## src/rtl/keyboard_ctrl.sv

```systemverilog
// keyboard_ctrl: decodes two-character ASCII scan codes from a serial
// receiver into held key states (A, D, SPACE, ENTER) plus press strobes.
// A RELEASED prefix code turns the following key code into a break.
module keyboard_ctrl #(
  parameter int unsigned TIMEOUT_CYCLES = 1_000_000
) (
  input  logic       clk,
  input  logic       rst_n,
  input  logic [7:0] rx_data,
  input  logic       rx_valid,
  output logic       key_left,
  output logic       key_right,
  output logic       key_jump,
  output logic       key_start,
  output logic       jump_pulse,
  output logic       start_pulse,
  output logic       code_err
);

  localparam int unsigned CW = (TIMEOUT_CYCLES < 1) ? 1 : $clog2(TIMEOUT_CYCLES + 1);
  localparam logic [CW-1:0] CNT_LAST = CW'(TIMEOUT_CYCLES - 1);
  localparam logic [CW-1:0] CNT_MAX  = CW'(TIMEOUT_CYCLES);

  localparam logic [15:0] CODE_A        = 16'h3143;
  localparam logic [15:0] CODE_D        = 16'h3233;
  localparam logic [15:0] CODE_SPACE    = 16'h3239;
  localparam logic [15:0] CODE_ENTER    = 16'h3541;
  localparam logic [15:0] CODE_RELEASED = 16'h4630;

  // key bit positions inside keys_q
  localparam int unsigned K_LEFT  = 0;
  localparam int unsigned K_RIGHT = 1;
  localparam int unsigned K_JUMP  = 2;
  localparam int unsigned K_START = 3;

  typedef enum logic [1:0] {
    WAIT_HI = 2'd0,
    WAIT_LO = 2'd1,
    DECODE  = 2'd2
  } state_t;

  state_t          state_q, state_d;
  logic [7:0]      hi_q, hi_d;
  logic [7:0]      lo_q, lo_d;
  logic [CW-1:0]   cnt_q, cnt_d;
  logic            brk_q, brk_d;
  logic [3:0]      keys_q, keys_d;
  logic            jump_pulse_q, jump_pulse_d;
  logic            start_pulse_q, start_pulse_d;
  logic            code_err_q, code_err_d;

  logic [15:0]     code;
  logic [3:0]      key_hit;

  // Next-state, byte capture, timeout counting and key decode
  always_comb begin
    state_d    = state_q;
    hi_d       = hi_q;
    lo_d       = lo_q;
    cnt_d      = cnt_q;
    brk_d      = brk_q;
    keys_d     = keys_q;
    code_err_d = 1'b0;
    code       = {hi_q, lo_q};
    key_hit    = '0;

    unique case (code)
      CODE_A:     key_hit[K_LEFT]  = 1'b1;
      CODE_D:     key_hit[K_RIGHT] = 1'b1;
      CODE_SPACE: key_hit[K_JUMP]  = 1'b1;
      CODE_ENTER: key_hit[K_START] = 1'b1;
      default:    key_hit          = '0;
    endcase

    unique case (state_q)
      WAIT_HI: begin
        if (rx_valid) begin
          hi_d    = rx_data;
          cnt_d   = '0;
          state_d = WAIT_LO;
        end
      end
      WAIT_LO: begin
        if (rx_valid) begin
          lo_d    = rx_data;
          state_d = DECODE;
        end else if (cnt_q == CNT_LAST) begin
          // pair abandoned; break_pending deliberately left as-is
          hi_d       = '0;
          code_err_d = 1'b1;
          state_d    = WAIT_HI;
        end else if (cnt_q != CNT_MAX) begin
          cnt_d = cnt_q + CW'(1);
        end
      end
      DECODE: begin
        state_d = WAIT_HI;
        if (code == CODE_RELEASED) begin
          brk_d = 1'b1;
        end else if (|key_hit) begin
          if (brk_q) begin
            keys_d = keys_q & ~key_hit;
            brk_d  = 1'b0;
          end else begin
            keys_d = keys_q | key_hit;
          end
        end else begin
          brk_d = 1'b0;
        end
      end
      default: state_d = WAIT_HI;
    endcase

    // strobe only on a real 0->1 edge, so typematic repeats do not re-pulse
    jump_pulse_d  = keys_d[K_JUMP]  & ~keys_q[K_JUMP];
    start_pulse_d = keys_d[K_START] & ~keys_q[K_START];
  end

  // State and output registers with asynchronous active-low reset
  always_ff @(posedge clk or negedge rst_n) begin
    if (!rst_n) begin
      state_q       <= WAIT_HI;
      hi_q          <= '0;
      lo_q          <= '0;
      cnt_q         <= '0;
      brk_q         <= 1'b0;
      keys_q        <= '0;
      jump_pulse_q  <= 1'b0;
      start_pulse_q <= 1'b0;
      code_err_q    <= 1'b0;
    end else begin
      state_q       <= state_d;
      hi_q          <= hi_d;
      lo_q          <= lo_d;
      cnt_q         <= cnt_d;
      brk_q         <= brk_d;
      keys_q        <= keys_d;
      jump_pulse_q  <= jump_pulse_d;
      start_pulse_q <= start_pulse_d;
      code_err_q    <= code_err_d;
    end
  end

  assign key_left    = keys_q[K_LEFT];
  assign key_right   = keys_q[K_RIGHT];
  assign key_jump    = keys_q[K_JUMP];
  assign key_start   = keys_q[K_START];
  assign jump_pulse  = jump_pulse_q;
  assign start_pulse = start_pulse_q;
  assign code_err    = code_err_q;

endmodule
```

## config.mk

```make
export PLATFORM = sky130hd
export DESIGN_NAME = keyboard_ctrl
export DESIGN_NICKNAME = d
export VERILOG_FILES = /design/src/rtl/keyboard_ctrl.sv
export SDC_FILE = /design/constraint.sdc
export NUM_CORES = 1
export LEC_CHECK = 0
export CORE_MARGIN = 2
export CORE_UTILIZATION = 30
export CTS_CLUSTER_DIAMETER = 30
export CTS_CLUSTER_SIZE = 12
export DETAILED_ROUTE_END_ITERATION = 12
export PLACE_DENSITY = 0.48
export SYNTH_ARGS = -nofsm -noshare
export SYNTH_HDL_FRONTEND = slang
export SYNTH_SLANG_ARGS = --single-unit
```

## constraint.sdc

```tcl
create_clock -name clk -period 4.65 [get_ports clk]
set_input_delay 0.465 -clock clk [delete_from_list [all_inputs] [get_ports clk]]
set_output_delay 0.465 -clock clk [all_outputs]
set_load 0.02 [all_outputs]
```

== Word-level counts from Yosys, hierarchy flattened ==
Cells that the tools add are included.
Cells by class
  mux-type cells: 25
  bitwise operators: 8
  add/sub/neg operators: 1
  equality and inequality tests: 15
  reduce and logical (&&, ||, !) cells: 8
Operator list (number)
  $mux 20: 4
  $eq 16x14->1 const B: 4
  $pmux 20 s2: 1
  $mux 8: 3
  $add 20x1->20 const B: 1
  $eq 20x20->1 const B: 1
  $ne 20x20->1 const B: 1
  $eq 16x15->1 const B: 1
  $mux 4: 4
  $pmux 8 s2: 1
  $ne 2x2->1 const B: 5
  $mux 1: 8
  $mux 2: 3
  $reduce_and 5->1: 1
  $and 4x4->4: 1
  $not 4->4: 1
  $or 4x4->4: 1
  $pmux 2 s2: 1
  $reduce_and 2->1: 2
  $reduce_and 4->1: 1
  $reduce_or 4->1: 1
  $ne 3x3->1 const B: 1
  $not 1->1: 3
  $reduce_and 3->1: 1
  other kinds (5): 6
Word-level totals
  word-level logic and storage cells: 67
  flip-flop bits (word level): 46
  bits of input ports: 11
  output and inout bits: 7

== Longest topological paths before layout ==
Gate-level depths: netlist of run 1.
  word-level depth: 9
  mapped depth: 7
  mapped depth without buffers: 7

== Worst setup path before layout of run 1 ==
OpenSTA, ideal clock, no wires.
  kind: register to register
  from: register state_q[0]
  to: register cnt_q[3]
  period minus slack after synthesis: 1.718 ns
  stages on the path, launching flop included: 7
  library setup time: 0.077 ns
  buffers on the path: 2
  setup slack: 2.932 ns
  required time: 4.573 ns
  arrival time: 1.641 ns
  cells stage by stage: dfrtp_1 > buf_2 > xnor2_1 > or2_0 > clkbuf_1 > or4_1 > a21oi_1
Between the ends
  word-level cells in the longest chain between the ends: 3
  elaborated cells on any way between the ends: 9
  classes of those cells: eq/ne (5); mux (1); reduce/logical (3)
RTL lines
  from (decl): RTL line 42  | state_t state_q, state_d;
  from (signal assigned): RTL line 132  | state_q <= state_d;
  $eq 2x1->1 / $logic_not 2->1 (equally long branches): RTL line 75  | unique case (state_q)
  $ne 2x2->1 (no line) / $reduce_bool 2->1 (equally long branches)
  $reduce_and 5->1 (no line)
  to (signal assigned): RTL line 135  | cnt_q <= cnt_d;
  to (decl): RTL line 45  | logic [CW-1:0] cnt_q, cnt_d;
Parallel ways exist; a longest one is shown, timed or not.
A chain may end at the register's enable or synchronous reset.

== Worst setup path after layout of run 1 ==
  from: input rx_valid
  to: register cnt_q[16]
Between the ends
  word-level cells in the longest chain between the ends: 2
  elaborated cells on any way between the ends: 3
  classes of those cells: eq/ne (2); reduce/logical (1)
RTL lines
  from (decl): RTL line 10  | input logic rx_valid,
  $ne 2x2->1 (no line)
  $reduce_and 5->1 (no line) (*)
Every way passes the cells marked *; elsewhere a longest branch is shown, timed or not.

==> impl_metrics.json, run 1 <==
{
  "worstPathArrival_ns": 2.52,
  "hold_buffers": 0,
  "antenna_cells": 0,
  "stdcell_area_mm2": 0.00267,
  "design.core.area_mm2": 0.00761,
  "vias_per_cell": 4.86,
  "reg2reg_depth": 6,
  "die_h_um": 92.0,
  "max_cap_violations": 0,
  "synth-edff-count": 0,
  "grt_pass1_vias": 1730,
  "seq_area_frac_synth_pct": 49.6,
  "yosys.area.top_type": "dfrtp_1",
  "ir_worst_vdd_v": 0.000115,
  "setup-tns-final_ns": 0,
  "slowest_stage": "clkdlybuf4s50_1",
  "crit_chain": "clkdlybuf4s50_1 > xnor2_1 > nor4_2 > nand3_1 > xor2_1 > nor2_1",
  "cts_tree": "built",
  "synth_cell_types": 40,
  "syn_inst": 245,
  "yosysTopAreaCellShare_pct": 49.6,
  "ys.flop_type": "dfrtp_1",
  "yosysWarnings": 0,
  "synthTopCellsByArea": "dfrtp_1 (50%), nand2_1 (5.3%), nor2b_1 (3.5%), xor2_1 (3.4%), nand3_1 (3.0%)",
  "gr-total-overflow": 0,
  "ioPinCount": 18,
  "die_w_um": 92.0,
  "dp_hpwl_um": 3480,
  "vias": 1765,
  "cp-start-kind": "input port",
  "worst_skew_pair.late_latency_ns": 0.30,
  "end_kind": "flop",
  "r2r_setup_slack_ns": 2.56,
  "track_usage_pct": 13.3,
  "drive_gt1_share_pct": 5.36,
  "multiInputGateArea_mm2": 0.00109,
  "finalHoldViolCount": 0,
  "cts_root_buf": "clkbuf_8",
  "crit_buf_inv": 1,
  "cts_buffers": 5,
  "firstDrtPassIters": 4,
  "skew_ns": 0.00944,
  "ff_latch_area_mm2": 0.00115,
  "post-route-min-period_ns": 2.34,
  "final_core_util_pct": 35.1,
  "synthesis.area_mm2": 0.00232,
  "h-tree-depth": 2,
  "synthesis.nets": 258,
  "synthArstFlopShare_pct": 100,
  "setup_violations": 0,
  "gp_congestion": 0.716,
  "fillers": 808,
  "worstPathMaxFanout": 14,
  "post_cts_buffers": 0,
  "r2r_end": "cnt_q[16]",
  "dieArea_mm2": 0.00846,
  "drc": 0,
  "place_area_mm2": 0.00258,
  "fmax_ghz": 0.427,
  "setup_ws_ns": 2.31,
  "cts_buffer_depth": 2,
  "place_inst": 355,
  "cts_resized": 0,
  "io_buffers": 17,
  "max-slew-margin-rel_pct": 30.1,
  "wire_per_inst_um": 14.0,
  "drtAntennaViolNets": 0,
  "outcome": "complete, no violations",
  "rows": 32,
  "path_delay_family": "simple AND/OR/NAND/NOR gates",
  "max_stage_delay_ns": 0.78,
  "cts_sinks": 46,
  "hold_class": "in2async",
  "wl_um": 5070,
  "pre_cts_ws_ns": 1.96,
  "grt_max_degree": 47,
  "final_cells": 363,
  "crit_type": "in2reg",
  "fin_crit_sh_pct": 50.3,
  "avgSynthCellArea_um2": 9.47,
  "cp.required_ns": 4.83,
  "first_iter_violations": 120,
  "grt_setup_unrepaired": "false",
  "initial_core_util_pct": 30.5,
  "nets": 273,
  "synth_common_cells": "dfrtp_1 (46), nand2_1 (33), nor2_1 (18)",
  "post-synth-top-count-cell": "dfrtp_1",
  "antenna_found_initial": 0,
  "grt_pass1_wl_um": 8870,
  "p_per_area_mw_per_mm2": 396,
  "reg2reg_from": "cnt_q[0]",
  "synth_seq_cells": 46,
  "maxSlewViolCount": 0,
  "area_growth_syn_to_layout_pct": 15.1,
  "leakagePower_nw": 1.12,
  "clkTransAtPathRegs_ns": 0.08,
  "max_slew.worst_pin.slew_ns": 1.05
}
==> cell families (layout without fill, tap and decap cells) <==
logic type / count (synthesis) / count (layout) / synth area share (%)
simple gates: 127 / 127 / 29.8
compound gates: 32 / 32 / 9.06
flops: 46 / 46 / 49.6
mux: 4 / 4 / 1.78
xor+xnor: 14 / 14 / 5.28
fa+ha+maj: 2 / 2 / 1.08
buf+inv: 20 / 36 / 3.40
==> worst max path at each step <==
| stage | from | end | slack [ns] | depth (start not counted) |
|---|---|---|---|---|
| 2_1_floorplan | state_q[0] | cnt_q[3] | 2.93 | 6 |
| 3_3_place_gp | rx_valid | cnt_q[16] | 2.02 | 6 |
| 3_5_place_dp | rx_valid | cnt_q[16] | 1.96 | 6 |
| 4_1_cts | rx_valid | cnt_q[16] | 2.31 | 6 |
| 5_1_grt | rx_valid | cnt_q[18] | 2.06 | 6 |
| 6_report | rx_valid | cnt_q[16] | 2.31 | 6 |
==> flip-flops by register name (all words and copies together) (netlist names), named ones only <==
register and cells:
keys_q 2, lo_q 8, state_q 2, hi_q 8, jump_pulse 1, start_pulse 1, cnt_q 20, code_err 1
brk_q 1
==> where the power goes <==
part | switching [W] | leakage (nW) | total [W] | internal [W]
Combinational | 0.000122 | 0.455 | 0.000229 | 0.000107
Clock | 0.000138 | 0.0482 | 0.000258 | 0.000120
Sequential | 0.0000884 | 0.614 | 0.000571 | 0.000483
==> layout by cell type, fill, tap and decap left out, types with 2 or more instances in the layout <==
cell and n:
a21oi_1 12, and3_1 4, clkbuf_8 6, clkdlybuf4s50_1 16, dfrtp_1 46, ha_1 2, inv_1 9, mux2i_1 3
nand2_1 33, nand2b_1 4, nand3_1 14, nand3b_1 3, nand4_1 8, nor2_1 18, nor2b_1 13, nor3_1 8
nor3b_1 2, nor4_2 2, nor4b_1 5, o21ai_0 5, o2bb2ai_1 8, o31ai_1 4, or3_1 2, or4_1 3
xnor2_1 5, xor2_1 9
==> per-stage QoR <==
stage	hold WS, ns	total power, W
3_5_place_dp	0.451	0.000812
5_1_grt	0.434	0.00115
4_1_cts	0.397	0.00107
6_report	0.352	0.00106
3_3_place_gp	0.455	0.000808
2_1_floorplan	0.169	0.000735
==> cell type report <==
| type | count | area share (%) |
|---|---|---|
| Sequential cell | 46 | 43.1 |
| Multi-Input combinational cell | 179 | 40.8 |
| Timing Repair Buffer | 18 | 6.46 |
| Tap cell | 102 | 4.78 |
| Clock buffer | 7 | 3.23 |
| Inverter | 10 | 1.41 |
| Clock inverter | 1 | 0.187 |
==> per-layer routing <==
metal,share of wire [%],vias up,track usage [%]
met1,51,851,19.2
met3,3.2,6,2.47
met2,45,21,20.4
met4,1.4,0,4.10
li1,-,887,-
met5,0,-,0
==> worst register-to-register path, delay by kind of cell, from the launching register on <==
| family | cells | cell delay [ns] |
|---|---|---|
| AND/OR/NAND/NOR | 4 | 1.15 |
| XOR/XNOR | 1 | 0.20 |
| flip-flops | 1 | 0.44 |
| adder cells (fa/ha/maj) | 1 | 0.19 |
(Power assumes the default switching activity.)
==> inputs of run 2 (changes only) <==
- PLACE_DENSITY: 0.48 -> 0.49
- clock period: 4.65 -> 2.05 ns (I/O delays scaled with it)
==> run 2 against run 1 <==
Against the previous run:
- the run now ends with negative hold slack left
- via count rose by 0.68%
- critical path type is now reg2reg
- routed wire length shrank 1.3%
- first-iteration DRC count shrank 30%
- die area is the same
- combinational power grew to 2.6 times the previous value
- flip-flop and latch count unchanged
==> impl_metrics.json, run 2 (synthesized netlist as in run 1, its figures left out) <==
{
  "final_common_cell": "dfrtp_1",
  "design.core.area_mm2": 0.00761,
  "violations": "negative hold slack",
  "post-route-min-period_ns": 1.92,
  "cts_buffer_depth": 2,
  "nets": 281,
  "firstDrtPassIters": 4,
  "r2r_setup_slack_ns": 0.13,
  "antenna_found_initial": 0,
  "wl_um": 5000,
  "die_w_um": 92.0,
  "vias": 1777,
  "grt_max_degree": 47,
  "gp_congestion": 0.732,
  "cp.required_ns": 2.29,
  "rows": 32,
  "fmax_ghz": 0.521,
  "worstPathArrival_ns": 2.16,
  "cp-start-kind": "flop",
  "finalHoldViolCount": 34,
  "vias_per_cell": 4.79,
  "worst_skew_pair.late_latency_ns": 0.30,
  "cts_resized": 0,
  "end_kind": "flop",
  "top_register": "cnt_q",
  "fin_crit_sh_pct": 93.7,
  "cts_tree": "built",
  "drive_gt1_share_pct": 8.55,
  "max_slew.worst_pin.slew_ns": 0.590,
  "gr-total-overflow": 0,
  "maxSlewViolCount": 0,
  "post-layout-total-power_w": 0.00255,
  "whs_ns": -0.0164,
  "max_cap_violations": 0,
  "crit_chain": "ha_1 > nand3_1 > or3_1 > a21oi_2 > o21ai_0 > a21oi_1",
  "reg2reg_depth": 6,
  "die_h_um": 92.0,
  "grt_setup_unrepaired": "true",
  "outcome": "finished with violations",
  "hold_class": "in2async",
  "grt_pass1_vias": 1815,
  "cts_buffers": 5,
  "max_stage_delay_ns": 0.43,
  "setup-tns-final_ns": 0,
  "skew_ns": 0.0109,
  "crit_type": "reg2reg",
  "post_cts_buffers": 0,
  "place_inst": 363,
  "grt_pass1_wl_um": 8880,
  "clkTransAtPathRegs_ns": 0.09,
  "h-tree-depth": 2,
  "drc": 0,
  "track_usage_pct": 13.1,
  "wire_per_inst_um": 13.5,
  "drtAntennaViolNets": 0,
  "reg2reg_from": "cnt_q[0]",
  "reg_top3": "cnt_q (20), hi_q (8), lo_q (8)",
  "antenna_cells": 0,
  "ioPinCount": 18,
  "largest_register_ffs": 20,
  "final_cell_mix": "dfrtp_1 (46), nand2_1 (33), nor2_1 (18)",
  "slowest_stage": "dfrtp_1",
  "first_iter_violations": 84,
  "p_per_area_mw_per_mm2": 922,
  "area_growth_syn_to_layout_pct": 19.0,
  "ir_worst_vdd_v": 0.000271,
  "hold_buffers": 0,
  "leakagePower_nw": 1.17,
  "dieArea_mm2": 0.00846,
  "io_buffers": 17,
  "dp_hpwl_um": 3330,
  "cts_root_buf": "clkbuf_8",
  "initial_core_util_pct": 30.5,
  "final_cells": 371,
  "cts_sinks": 46,
  "max-slew-margin-rel_pct": 60.6,
  "worstPathMaxFanout": 10,
  "setup_violations": 0,
  "r2r_end": "cnt_q[2]"
}
-- run 2: cell count changes in the layout (fill, tap and decap cells not counted), sizes merged --
cell	before	now
clkinv	2	3
bufinv	0	1
clkbuf	7	5
buf	2	10
-- run 2: cell type report --
class                           count  area, µm²
Timing Repair Buffer               26        245
Tap cell                          102        128
Inverter                           10       37.5
Fill cell                         805       4850
Clock inverter                      3       40.0
Clock buffer                        5       68.8
Sequential cell                    46       1150
Multi-Input combinational cell    179       1090
-- run 2: through the flow --
step / utilization [%] / area [µm²] / worst slack (ns) / hold slack, ns
3_5_place_dp: 34.9 / 2650 / 0.148 / 0.345
6_report: 36.3 / 2760 / 0.129 / -0.0164
4_1_cts: 36.3 / 2760 / 0.142 / 0.00884
5_1_grt: 36.3 / 2760 / -0.0170 / 0.0419
2_1_floorplan: - / 2320 / 0.332 / -0.0906
3_3_place_gp: 34.9 / 2650 / 0.166 / 0.342
-- run 2: worst max path at each step --
| stage | endpoint | cells after the start | startpoint | slack [ns] |
|---|---|---|---|---|
| 6_report | cnt_q[2] | 6 | cnt_q[0] | 0.13 |
| 5_1_grt | hi_q[0] | 6 | cnt_q[0] | -0.02 |
| 4_1_cts | cnt_q[2] | 6 | cnt_q[0] | 0.14 |
| 3_5_place_dp | cnt_q[3] | 5 | rx_valid | 0.15 |
| 3_3_place_gp | cnt_q[3] | 5 | rx_valid | 0.17 |
| 2_1_floorplan | cnt_q[3] | 6 | state_q[0] | 0.33 |
-- run 2: worst max-delay path, delay by kind of cell (launching register included) --
kind            cells  cell delay, ns
compound gates      3            0.64
simple gates        2            0.59
fa+ha+maj           1            0.19
flops               1            0.43
-- run 2: power by group --
group          leakage, nW  internal [W]  switching, W
registers            0.614       0.00109      0.000181
logic                0.499      0.000280      0.000304
clock network       0.0579      0.000360      0.000325
total                 1.17       0.00173      0.000811
-- run 2: layer usage --
| metal | routed length [µm] | global-route usage [%] | vias up |
|---|---|---|---|
| met4 | 72 | 4.10 | 0 |
| met1 | 2470 | 17.3 | 849 |
| met3 | 138 | 2.22 | 5 |
| li1 | - | - | 903 |
| met2 | 2320 | 21.9 | 20 |
| met5 | 0 | 0 | - |
==> inputs of run 3 (changes only) <==
- PLACE_DENSITY: 0.49 -> 0.55
- clock period: 2.05 -> 1.7 ns (I/O delays scaled with it)
==> run 3 against run 2 <==
Against the previous run:
- the flow finishes with violations (negative setup slack)
- worst setup slack worse by 0.17 ns
- cell count increased by 6.7%
- worst hold slack gained 0.45 ns
- critical path depth up 1
- die area stayed put
- core utilization is 4.3 points higher
- global-route usage fell by 0.068 points
- critical endpoint is now cnt_q[3]
- largest power group unchanged
==> impl_metrics.json, run 3 (synthesized netlist as in run 1, its figures left out) <==
{
  "vias_per_cell": 4.85,
  "wl_met2_um": 2460,
  "drive_gt1_share_pct": 25.2,
  "max-slew-margin-rel_pct": 61.1,
  "ioPinCount": 18,
  "gr-total-overflow": 0,
  "final_common_cell": "dfrtp_1",
  "wire_per_inst_um": 13.2,
  "worstPathArrival_ns": 1.97,
  "hold_end": "lo_q[7]",
  "gp_congestion": 0.791,
  "final_cells": 396,
  "post-layout-total-power_w": 0.00314,
  "grt_setup_unrepaired": "true",
  "setup_violations": 1,
  "fillers": 777,
  "max_cap_violations": 0,
  "io_buffers": 17,
  "area_growth_syn_to_layout_pct": 33.1,
  "end_kind": "flop",
  "cts_root_buf": "clkbuf_8",
  "reg2reg_from": "cnt_q[0]",
  "maxSlewViolCount": 0,
  "min_delay_path_depth": 3,
  "leakagePower_nw": 1.31,
  "reg_top3": "cnt_q (20), hi_q (8), lo_q (8)",
  "design.core.area_mm2": 0.00761,
  "firstDrtPassIters": 4,
  "clkTransAtPathRegs_ns": 0.09,
  "rows": 32,
  "first_iter_violations": 54,
  "worstPathMaxFanout": 10,
  "largest_register_ffs": 20,
  "hp-start": "rx_data[7]",
  "wl_met1_um": 2610,
  "dr_wl_met3_um": 92,
  "skew_ns": 0.00582,
  "top_layer_used": "met4",
  "cp-start-kind": "flop",
  "max_slew.worst_pin.slew_ns": 0.583,
  "worst_skew_pair.late_latency_ns": 0.30,
  "reg2reg_depth": 7,
  "drtAntennaViolNets": 0,
  "vias": 1919,
  "dp_hpwl_um": 3470,
  "antenna_found_initial": 0,
  "hold_class": "in2reg",
  "die_w_um": 92.0,
  "antenna_cells": 0,
  "initial_core_util_pct": 30.5,
  "grt_pass1_wl_um": 8890,
  "finalHoldViolCount": 0,
  "post-route-min-period_ns": 1.74,
  "r2r_end": "cnt_q[3]",
  "final_cell_mix": "dfrtp_1 (44), nand2_1 (33), buf_4 (33)",
  "violations": "negative setup slack",
  "grt_max_degree": 47,
  "whs_ns": 0.431,
  "nets": 306,
  "top_register": "cnt_q",
  "setup-tns-final_ns": -0.0411,
  "drc": 0,
  "fmax_ghz": 0.574,
  "cts_tree": "built",
  "place_inst": 385,
  "track_usage_pct": 13.0,
  "outcome": "finished with violations",
  "wl_um": 5210,
  "cts_sinks": 46,
  "h-tree-depth": 2,
  "die_h_um": 92.0,
  "dieArea_mm2": 0.00846,
  "r2r_setup_slack_ns": -0.04,
  "crit_type": "reg2reg",
  "cts_buffers": 5,
  "cts_buffer_depth": 2,
  "fin_crit_sh_pct": 102,
  "setup_ws_ns": -0.0411,
  "p_per_area_mw_per_mm2": 1020,
  "pre_cts_ws_ns": -0.203,
  "ir_worst_vdd_v": 0.000459,
  "cp.required_ns": 1.92,
  "grt_pass1_vias": 1848
}
## run 3: cell types whose count changed in the layout (fill, tap and decap cells not counted), moves of 2 or more
cell,change
buf_4,+25
o2bb2ai_1,-6
o21ai_0,-2
dfrtp_2,+2
nor4b_1,-4
dfrtp_1,-2
o2bb2ai_2,+6
o21ai_1,+2
nor3_1,-4
nor4b_2,+3
nor3_2,+4
## run 3: power breakdown
group          total [W]  leakage (nW)  internal (W)  switching, W
combinational   0.000897         0.659      0.000454      0.000443
clock           0.000682        0.0441      0.000290      0.000392
sequential       0.00156         0.611       0.00132      0.000237
total            0.00314          1.31       0.00207       0.00107
## run 3: worst max-delay path by stage
stage | startpoint | depth (start not counted) | slack (ns) | endpoint
after floorplan | state_q[1] | 7 | 0.004 | cnt_q[10]
after global placement | rx_valid | 5 | -0.17 | cnt_q[3]
after detailed placement | rx_valid | 5 | -0.20 | cnt_q[3]
after CTS | cnt_q[0] | 7 | -0.0008 | cnt_q[3]
after global routing | cnt_q[0] | 7 | -0.11 | cnt_q[3]
final | cnt_q[0] | 7 | -0.04 | cnt_q[3]
## run 3: per-layer routing
layer,GRT usage [%],vias up
met5,0,-
met2,21.1,18
met3,2.14,2
li1,-,953
met1,18.0,946
met4,3.73,0
## run 3: final cells by class
cell class | instances | area (µm²) | share of cell area [%]
Clock inverter | 3 | 21.3 | 0.689
Sequential cell | 46 | 1150 | 37.3
Tap cell | 102 | 128 | 4.13
Timing Repair Buffer | 51 | 423 | 13.7
Inverter | 10 | 37.5 | 1.22
Clock buffer | 5 | 68.8 | 2.23
Multi-Input combinational cell | 179 | 1260 | 40.7
## run 3: what timing repair did
action / in CTS / in global routing
hold endpoints to repair: 46 / 0
pin swaps: 8 / 8
endpoints found under the setup margin: 22 / 28
gates resized for setup: 9 / 24
hold buffers: 1 / 0
setup buffers: 1 / 2
## run 3: per-stage QoR
stage	util, %	cell area, µm²
2_1_floorplan	-	2330
3_3_place_gp	37.0	2810
3_5_place_dp	37.0	2810
4_1_cts	38.9	2960
5_1_grt	40.6	3090
6_report	40.6	3090
## run 3: worst max-delay path, stage by stage, from the launching register on
cell and delay (ns):
dfrtp_1 0.38, inv_1 0.05, ha_1 0.19, nor4b_2 0.15
nand3_1 0.15, a21oi_4 0.11, or4_1 0.50, a21oi_2 0.13
